## src/rtl/qhy_rotate.sv

```systemverilog
// Rotates received 2-element complex vectors by the latched Q^H matrix (z = Q^H * y)
// using a single time-shared complex multiplier; z0 and z1 are streamed out serially.
module qhy_rotate #(
  parameter int WIDTH = 16,
  parameter int FRAC  = 8
) (
  input  logic             clk,
  input  logic             rst,
  input  logic             qh_valid,
  input  logic [WIDTH-1:0] q_H_00_re,
  input  logic [WIDTH-1:0] q_H_00_im,
  input  logic [WIDTH-1:0] q_H_01_re,
  input  logic [WIDTH-1:0] q_H_01_im,
  input  logic [WIDTH-1:0] q_H_10_re,
  input  logic [WIDTH-1:0] q_H_10_im,
  input  logic [WIDTH-1:0] q_H_11_re,
  input  logic [WIDTH-1:0] q_H_11_im,
  input  logic [WIDTH-1:0] y_re,
  input  logic [WIDTH-1:0] y_im,
  input  logic             y_valid,
  output logic             y_ready,
  output logic [WIDTH-1:0] z_re,
  output logic [WIDTH-1:0] z_im,
  output logic             z_idx,
  output logic             z_valid
);

  localparam int PW = 2 * WIDTH;
  localparam int AW = 2 * WIDTH + 2;

  typedef enum logic [2:0] {
    S_IDLE,
    S_WAIT_Y0,
    S_WAIT_Y1,
    S_MAC,
    S_OUT0,
    S_OUT1
  } state_t;

  state_t state_q, state_d;

  logic [1:0] cnt_q, cnt_d;
  logic       qh_valid_prev_q, qh_valid_prev_d;
  logic       pend_q, pend_d;
  logic       qh_load_req;
  logic       load_en;
  logic       y_xfer;

  logic [WIDTH-1:0]        qh_in_re [4];
  logic [WIDTH-1:0]        qh_in_im [4];
  logic signed [WIDTH-1:0] qh_re [4];
  logic signed [WIDTH-1:0] qh_im [4];

  logic signed [WIDTH-1:0] y0_re_q, y0_re_d, y0_im_q, y0_im_d;
  logic signed [WIDTH-1:0] y1_re_q, y1_re_d, y1_im_q, y1_im_d;

  logic signed [AW-1:0] acc0_re_q, acc0_re_d, acc0_im_q, acc0_im_d;
  logic signed [AW-1:0] acc1_re_q, acc1_re_d, acc1_im_q, acc1_im_d;

  logic signed [WIDTH-1:0] z_re_q, z_re_d, z_im_q, z_im_d;
  logic                    z_idx_q, z_idx_d;
  logic                    z_valid_q, z_valid_d;

  logic signed [WIDTH-1:0] a_re, a_im, b_re, b_im;
  logic signed [PW-1:0]    p_ac, p_bd, p_ad, p_bc;
  logic signed [AW-1:0]    prod_re, prod_im;

  // Entry order 0..3 = q00, q01, q10, q11, which is also the MAC step order.
  assign qh_in_re[0] = q_H_00_re;
  assign qh_in_im[0] = q_H_00_im;
  assign qh_in_re[1] = q_H_01_re;
  assign qh_in_im[1] = q_H_01_im;
  assign qh_in_re[2] = q_H_10_re;
  assign qh_in_im[2] = q_H_10_im;
  assign qh_in_re[3] = q_H_11_re;
  assign qh_in_im[3] = q_H_11_im;

  assign qh_load_req = qh_valid & ~qh_valid_prev_q;
  assign y_xfer      = y_valid & y_ready;

  genvar gi;
  generate
    for (gi = 0; gi < 4; gi++) begin : g_qh
      logic signed [WIDTH-1:0] re_q, re_d, im_q, im_d;

      always_comb begin
        re_d = re_q;
        im_d = im_q;
        if (load_en) begin
          re_d = $signed(qh_in_re[gi]);
          im_d = $signed(qh_in_im[gi]);
        end
      end

      always_ff @(posedge clk or posedge rst) begin
        if (rst) begin
          re_q <= '0;
          im_q <= '0;
        end else begin
          re_q <= re_d;
          im_q <= im_d;
        end
      end

      assign qh_re[gi] = re_q;
      assign qh_im[gi] = im_q;
    end
  endgenerate

  // Shared complex multiplier: cnt selects the Q^H entry, cnt[0] selects y0 or y1.
  assign a_re = qh_re[cnt_q];
  assign a_im = qh_im[cnt_q];
  assign b_re = cnt_q[0] ? y1_re_q : y0_re_q;
  assign b_im = cnt_q[0] ? y1_im_q : y0_im_q;

  assign p_ac = PW'(a_re) * PW'(b_re);
  assign p_bd = PW'(a_im) * PW'(b_im);
  assign p_ad = PW'(a_re) * PW'(b_im);
  assign p_bc = PW'(a_im) * PW'(b_re);

  assign prod_re = AW'(p_ac) - AW'(p_bd);
  assign prod_im = AW'(p_ad) + AW'(p_bc);

  // Round half up at the FRAC boundary, then clamp to the output range.
  function automatic logic signed [WIDTH-1:0] fmt(input logic signed [AW-1:0] x);
    logic signed [AW:0] r;
    logic signed [AW:0] rnd;
    logic signed [AW:0] smax;
    logic signed [AW:0] smin;
    rnd            = '0;
    rnd[FRAC-1]    = 1'b1;
    smax           = '0;
    smax[WIDTH-2:0] = '1;
    smin           = '1;
    smin[WIDTH-2:0] = '0;
    r = {x[AW-1], x} + rnd;
    r = r >>> FRAC;
    if (r > smax) begin
      fmt = smax[WIDTH-1:0];
    end else if (r < smin) begin
      fmt = smin[WIDTH-1:0];
    end else begin
      fmt = r[WIDTH-1:0];
    end
  endfunction

  always_ff @(posedge clk or posedge rst) begin
    if (rst) begin
      state_q <= S_IDLE;
    end else begin
      state_q <= state_d;
    end
  end

  always_comb begin
    state_d = state_q;
    case (state_q)
      S_IDLE:    if (load_en) state_d = S_WAIT_Y0;
      S_WAIT_Y0: if (y_xfer) state_d = S_WAIT_Y1;
      S_WAIT_Y1: if (y_xfer) state_d = S_MAC;
      S_MAC:     if (cnt_q == 2'd3) state_d = S_OUT0;
      S_OUT0:    state_d = S_OUT1;
      S_OUT1:    state_d = S_WAIT_Y0;
      default:   state_d = S_IDLE;
    endcase
  end

  // A load in WAIT_Y0 (fresh or pending) blocks the input for that cycle.
  always_comb begin
    load_en = 1'b0;
    y_ready = 1'b0;
    case (state_q)
      S_IDLE: load_en = qh_load_req;
      S_WAIT_Y0: begin
        load_en = qh_load_req | pend_q;
        y_ready = ~(qh_load_req | pend_q);
      end
      S_WAIT_Y1: y_ready = 1'b1;
      default: ;
    endcase
  end

  always_comb begin
    qh_valid_prev_d = qh_valid;
    pend_d          = pend_q;
    cnt_d           = cnt_q;
    y0_re_d         = y0_re_q;
    y0_im_d         = y0_im_q;
    y1_re_d         = y1_re_q;
    y1_im_d         = y1_im_q;
    acc0_re_d       = acc0_re_q;
    acc0_im_d       = acc0_im_q;
    acc1_re_d       = acc1_re_q;
    acc1_im_d       = acc1_im_q;
    z_re_d          = z_re_q;
    z_im_d          = z_im_q;
    z_idx_d         = z_idx_q;
    z_valid_d       = 1'b0;

    if (load_en) begin
      pend_d = 1'b0;
    end else if (qh_load_req) begin
      pend_d = 1'b1;
    end

    case (state_q)
      S_WAIT_Y0: begin
        if (y_xfer) begin
          y0_re_d = $signed(y_re);
          y0_im_d = $signed(y_im);
        end
      end
      S_WAIT_Y1: begin
        if (y_xfer) begin
          y1_re_d = $signed(y_re);
          y1_im_d = $signed(y_im);
          cnt_d   = 2'd0;
        end
      end
      S_MAC: begin
        cnt_d = cnt_q + 2'd1;
        if (!cnt_q[1]) begin
          acc0_re_d = cnt_q[0] ? acc0_re_q + prod_re : prod_re;
          acc0_im_d = cnt_q[0] ? acc0_im_q + prod_im : prod_im;
        end else begin
          acc1_re_d = cnt_q[0] ? acc1_re_q + prod_re : prod_re;
          acc1_im_d = cnt_q[0] ? acc1_im_q + prod_im : prod_im;
        end
      end
      S_OUT0: begin
        z_re_d    = fmt(acc0_re_q);
        z_im_d    = fmt(acc0_im_q);
        z_idx_d   = 1'b0;
        z_valid_d = 1'b1;
      end
      S_OUT1: begin
        z_re_d    = fmt(acc1_re_q);
        z_im_d    = fmt(acc1_im_q);
        z_idx_d   = 1'b1;
        z_valid_d = 1'b1;
      end
      default: ;
    endcase
  end

  always_ff @(posedge clk or posedge rst) begin
    if (rst) begin
      qh_valid_prev_q <= 1'b0;
      pend_q          <= 1'b0;
      cnt_q           <= '0;
      y0_re_q         <= '0;
      y0_im_q         <= '0;
      y1_re_q         <= '0;
      y1_im_q         <= '0;
      acc0_re_q       <= '0;
      acc0_im_q       <= '0;
      acc1_re_q       <= '0;
      acc1_im_q       <= '0;
      z_re_q          <= '0;
      z_im_q          <= '0;
      z_idx_q         <= 1'b0;
      z_valid_q       <= 1'b0;
    end else begin
      qh_valid_prev_q <= qh_valid_prev_d;
      pend_q          <= pend_d;
      cnt_q           <= cnt_d;
      y0_re_q         <= y0_re_d;
      y0_im_q         <= y0_im_d;
      y1_re_q         <= y1_re_d;
      y1_im_q         <= y1_im_d;
      acc0_re_q       <= acc0_re_d;
      acc0_im_q       <= acc0_im_d;
      acc1_re_q       <= acc1_re_d;
      acc1_im_q       <= acc1_im_d;
      z_re_q          <= z_re_d;
      z_im_q          <= z_im_d;
      z_idx_q         <= z_idx_d;
      z_valid_q       <= z_valid_d;
    end
  end

  assign z_re    = z_re_q;
  assign z_im    = z_im_q;
  assign z_idx   = z_idx_q;
  assign z_valid = z_valid_q;

endmodule

```

## config.mk

```make
export PLATFORM = sky130hd
export DESIGN_NAME = qhy_rotate
export DESIGN_NICKNAME = d
export VERILOG_FILES = /design/src/rtl/qhy_rotate.sv
export SDC_FILE = /design/constraint.sdc
export NUM_CORES = 2
export LEC_CHECK = 0
export BUFFER_PORTS_ARGS = -buffer_cell sky130_fd_sc_hd__buf_2
export CORE_UTILIZATION = 35
export CTS_CLUSTER_SIZE = 30
export DETAILED_ROUTE_END_ITERATION = 12
export GPL_ROUTABILITY_DRIVEN = 0
export SLEW_MARGIN = 20
export SYNTH_ARGS = -nofsm -noshare
export SYNTH_HDL_FRONTEND = slang
export SYNTH_SLANG_ARGS = --single-unit
export TNS_END_PERCENT = 10
```

## constraint.sdc

```tcl
create_clock -name clk -period 16.1 [get_ports clk]
set_input_delay 1.61 -clock clk [delete_from_list [all_inputs] [get_ports clk]]
set_output_delay 1.61 -clock clk [all_outputs]
set_load 0.01 [all_outputs]
```

Yosys cells after proc, flatten, opt, wreduce, memory -nomap -nowiden
Cells that the tools add are included.
- register bits after elaboration: 369
- word-level logic and storage cells: 111
- input port bits: 164
- output and inout bits: 35
- magnitude comparators: 9
- reduce and logical (&&, ||, !) cells: 11
- equality and inequality tests: 10
- $mul: 4
- add/sub/neg operators: 11
- muxes and demuxes: 35
- bitwise gates (word level): 7
- operator list (cell ; number):
    16-bit 2-to-1 mux ; 14
    34-bit by 9-bit adder with 35-bit output (second input constant) ; 4
    34-bit by 33-bit adder with 34-bit output ; 4
    34-bit 2-to-1 mux ; 4
    16-bit by 16-bit multiplier with 32-bit output ; 4
    27-bit by 16-bit > comparator with 1-bit output (second input constant) ; 4
    27-bit by 16-bit less-than comparator with 1-bit output (second input constant) ; 4
    16-bit binary-select mux with 2-bit select ; 2
    16-bit one-hot mux with 2 select lines ; 2
    32-bit by 32-bit adder with 33-bit output ; 1
    32-bit by 32-bit subtractor with 33-bit output ; 1
    3-bit one-hot mux with 6 select lines ; 1
    3-bit 2-to-1 mux ; 4
    2-bit AND reduction ; 5
    2-bit != test (second input constant) ; 4
    3-bit by 2-bit equality test with 1-bit output (second input constant) ; 2
    3-bit equality test (second input constant) ; 2
    1-bit one-hot mux with 2 select lines ; 3
    2-bit nonzero test ; 3
    2-bit one-hot mux with 2 select lines ; 1
    4-bit AND reduction ; 1
    3-bit by 1-bit equality test with 1-bit output (second input constant) ; 1
    3-bit >= comparator (second input constant) ; 1
    3-bit logical NOT ; 1
    other kinds (9) ; 14

Logic depth before layout (Yosys ltp)
- depth after elaboration: 8
- mapped depth: 44
- depth with buffers taken out: 40

Least setup slack after synthesis
No wires, ideal clock.
- kind: reg-to-reg
- start point: register cnt_q[1]
- end point: register acc0_im_q[33]
- clock period less this slack: 10.749 ns
- arrival time: 10.610 ns
- cell stages (with the launch flop): 39
- slack: 5.351 ns
- cells stage by stage: dfrtp_1 clkbuf_1 buf_1 clkbuf_1 mux2i_1 nand2_1 o21ai_1 nor2_1 fa_1 fa_1 inv_1 fa_1 inv_1 fa_1 fa_1 fa_1 fa_1 inv_1 (+3 left out) a211oi_1 nand2_1 nand3_1 o21ai_0 o41ai_1 a21oi_1 a21oi_1 ha_1 inv_1 o21bai_1 a2111oi_0 nor3_1 a211o_1 nand2_1 a41oi_1 o211a_1 o211ai_1 o2111ai_1
- word-level cells in the longest chain between the ends: 8
- ends and longest elaborated chain (item ; line ; text):
    from (decl) ; 42 ; logic [1:0] cnt_q, cnt_d;
    from (signal assigned) ; 266 ; cnt_q <= cnt_d;
    2-bit NOT with 3-bit output (not written as such) ; 111, 112 ;
    16-bit binary-select mux with 2-bit select, on equally long branches ; 111, 112 ;
    16-bit 2-to-1 mux, on equally long branches (2 in series) ; 111, 112 ;
    16-bit by 16-bit multiplier with 32-bit output, on equally long branches ; 118, 119 ;
    32-bit by 32-bit adder with 33-bit output ; 122 ; assign prod_im = AW'(p_ad) + AW'(p_bc);
    34-bit by 33-bit adder with 34-bit output ; 224 ; acc0_im_d = cnt_q[0] ? acc0_im_q + prod_im : prod_im;
    34-bit 2-to-1 mux ; 224 ;
    to (signal assigned) ; 272 ; acc0_im_q <= acc0_im_d;
    to (decl) ; 57 ; logic signed [AW-1:0] acc0_re_q, acc0_re_d, acc0_im_q, acc0_im_d;
Several ways; a longest one is shown, not always the timed one. The select of a mux whose other input is x is not followed.
A chain may end at the register's enable or synchronous reset.

Worst setup path in the final report
- start point: register cnt_q[0]
- end point: register acc1_re_q[30]
- word-level cells in the longest chain between the ends: 8
- ends and longest elaborated chain (item ; line ; text):
    2-bit NOT with 3-bit output (not written as such) ; 111, 112 ;
    16-bit binary-select mux with 2-bit select, on equally long branches ; 111, 112 ;
    16-bit 2-to-1 mux, on equally long branches (2 in series) ; 111, 112 ;
    16-bit by 16-bit multiplier with 32-bit output, on equally long branches ; 116, 117 ;
    32-bit by 32-bit subtractor with 33-bit output ; 121 ; assign prod_re = AW'(p_ac) - AW'(p_bd);
    34-bit by 33-bit adder with 34-bit output ; 226 ; acc1_re_d = cnt_q[0] ? acc1_re_q + prod_re : prod_re;
    34-bit 2-to-1 mux (*) ; 226 ;
    to (signal assigned) ; 273 ; acc1_re_q <= acc1_re_d;
    to (decl) ; 58 ; logic signed [AW-1:0] acc1_re_q, acc1_re_d, acc1_im_q, acc1_im_d;
Mark *: on every way between the ends. The rest lies on a longest branch, timed or not. The select of a mux whose other input is x is not followed.

==> impl_metrics.csv <==
group,metric,value,unit
clock_network,cts_buffers,46,
yosys,syn_avg_cell_area,9.17,um^2
critical_path,slowest_delay,0.89,ns
yosys,synth_area_leaders,"fa_1, dfrtp_1, ha_1",
clock_network,cts.clk_slew.worst_paths,0.06,ns
critical_path,r2r_start,"cnt_q[0]",
cells_and_area,register_area,9240,um^2
critical_path,worstPathRequired,16.58,ns
yosys,synth.net_count,8855,
floorplanning,die_w,432,um
yosys,dominantRegCellSynth,"dfrtp_1",
yosys,synthCells,7067,
run,cap_violations,0,
routing,ant_nets,0,
clock_network,clock_path_buffers,3,
critical_path,crit_top_cell,"fa_1",
yosys,ys_warn_count,0,
global_route,grtUsageMet3,0.0428,
worst_hold_path,whs_path_depth,2,
clock_network,h-tree-depth,2,
timing,finalWorstSetupSlack,3.64,ns
routing,drt_wl_total,208000,um
outcome,run_status,"complete, no violations",
global_route,grt_pass1_vias,53200,
yosys,ys_async_sr_fraction,1.00,
clock_network,tritoncts,"done",
global_route,overflow,0,
routing,via_count,50800,
clock_network,cts_hold_buf,0,
timing,tightestPinTransition,1.28,ns
clock_network,cts_sinks,369,
yosys,synth-edff-count,0,
timing,rsz0062_at_grt,"false",
clock_network,cts_resized,0,
clock_network,cts_setup_buffers,0,
routing,drc,0,
timing,fin_crit,12.46,ns
timing,relSlewSlack,0.144,
yosys,synth_top_area_cell,"fa_1",
global_route,grt_first_pass_wirelength,321000,um
critical_path,slowest_stage,"dfrtp_4",
global_route,grt_use_met2,0.380,
global_route,antenna_found_initial,19,
cells_and_area,nNetsFinal,8911,
global_route,grt_usage,0.227,
critical_path,rr_worst_depth,36,
clock_network,root_buffer,"clkbuf_16",
routing,viasPerCell,5.27,
place,dp_hpwl,161000,um
floorplanning,core-area,183000,um^2
timing,fin_skew,0.0818,ns
critical_path,startpoint,"cnt_q[0]",
timing,fin_tns_setup,0,ns
yosys,synth_area,64800,um^2
clock_network,clkLatencyLatePin,0.67,ns
cells_and_area,fill_cells,18500,
routing,first_pass_iters,8,
global_route,met1_usage,0.284,
critical_path,endpoint_kind,"register",
timing,setup_viol,0,
critical_path,r2r_slack,3.64,ns
timing,clock.fmax,80.2,MHz
floorplanning,pin_count,199,
floorplanning,initial_utilization,0.353,
floorplanning,num_rows,157,
floorplanning,die_y,432,um
timing,slew_viol_final,0,
routing,drt_iter0_drc,4460,
yosys,yosysUniqueCellTypes,93,
place,place_area,68900,um^2
worst_hold_path,min_from,"z_idx",
yosys,ys_seq_area_frac,0.143,
place,post-place-ws,3.97,ns
cells_and_area,final_cell_area,70500,um^2
routing,wl_per_cell,21.6,um
global_route,busiest_layer,"met2",
floorplanning,dieArea,187000,um^2
cells_and_area,layout-drive-gt1-share,0.100,
cells_and_area,area_growth,8.88,%
timing,period_share,0.774,
global_route,grt_max_degree,126,
worst_hold_path,hold_path_class,"register to register",
critical_path,cp.arrival,12.94,ns
critical_path,critPathMaxFanout,82,
yosys,ys_seq_elements,369,
cells_and_area,multi_input_area,49600,um^2
critical_path,startpoint_type,"register",
critical_path,critPathKind,"register to register",
place,io_buffers,198,
timing,hold_viol,0,
yosys,yosysTopAreaCellShare,0.364,
==> cell usage in the layout, fill, tap and decap left out, types with 46 or more instances in the layout <==
cell type,count
inv_1,1372
ha_1,447
a21oi_1,259
nand3_1,80
nor3_1,54
and2_1,53
nor2_1,660
buf_4,94
nand2_1,769
o21ai_0,197
fa_1,1177
a21o_1,92
dfrtp_1,367
clkbuf_16,46
mux2_2,255
xnor2_1,175
xor2_1,80
o21a_1,75
buf_2,198
mux2i_1,51
==> Yosys cell counts, drive strengths merged (80+ instances only) <==
| cell | count |
|---|---|
| a21o | 92 |
| o21ai | 233 |
| xor2 | 80 |
| clkbuf | 257 |
| xnor2 | 177 |
| nor2 | 666 |
| fa | 1177 |
| ha | 447 |
| nand2 | 771 |
| a21oi | 259 |
| mux2 | 256 |
| nand3 | 82 |
| inv | 1374 |
| dfrtp | 369 |
==> flip-flops by register name, summed over array words and instances (netlist names), 3 cells and up <==
name / flops
g_qh.im_q: 64
acc1_im_q: 34
z_im: 16
z_re: 16
y1_im_q: 16
y1_re_q: 16
acc0_im_q: 34
state_q: 3
acc1_re_q: 34
y0_re_q: 16
g_qh.re_q: 64
acc0_re_q: 34
y0_im_q: 16
==> final timing paths <==
kind | end
worst min-delay path | z_idx
worst max-delay path | acc1_re_q[30]
worst max register to register | acc1_re_q[30]
max in group asynchronous | y0_im_q[0]
worst min register to register | z_idx
min in group asynchronous | g_qh[0].re_q[12]
==> stage by stage <==
step           cells  hold WS, ns   util
2_1_floorplan   7067        0.456      -
3_3_place_gp    9538        0.464  0.375
3_5_place_dp    9539        0.464  0.376
4_1_cts         9621        0.480  0.384
5_1_grt         9628        0.512  0.384
6_report        9631        0.472  0.384
==> cell type report <==
type                       count  area share
sequential                   369       0.131
tap                         2464      0.0437
clock inverter                19     0.00412
clock buffer                  63      0.0184
inverter                    1375      0.0733
timing repair buffer         297      0.0253
multi-input combinational   5034       0.704
antenna                       10    0.000355
==> kinds of logic after synthesis <==
family,after synthesis,share of synthesized area
AND/OR/NAND/NOR,1862,0.124
buffers and inverters,1664,0.0967
AO/OA/AOI/OAI,959,0.0948
XOR/XNOR,257,0.0349
flip-flops,369,0.143
multiplexers,332,0.0571
adder cells (fa/ha/maj),1624,0.450
==> critical path: cells and delay by family (launching register included) <==
family,cells,cell delay (ns)
AO/OA/AOI/OAI,11,2.96
XOR/XNOR,2,0.45
adder cells (fa/ha/maj),10,4.58
buffers and inverters,7,1.48
flip-flops,1,0.89
multiplexers,1,0.73
AND/OR/NAND/NOR,5,0.89
==> layer usage <==
metal  up-vias  share of wire
met5         -        0.00035
met3       436          0.083
li1      22300              -
met4         9          0.048
met1     25900           0.39
met2      2069           0.48
Power is left out: the tool's default activity adds up to more than one toggle a clock period on the data nets, which glitch-free logic cannot reach.
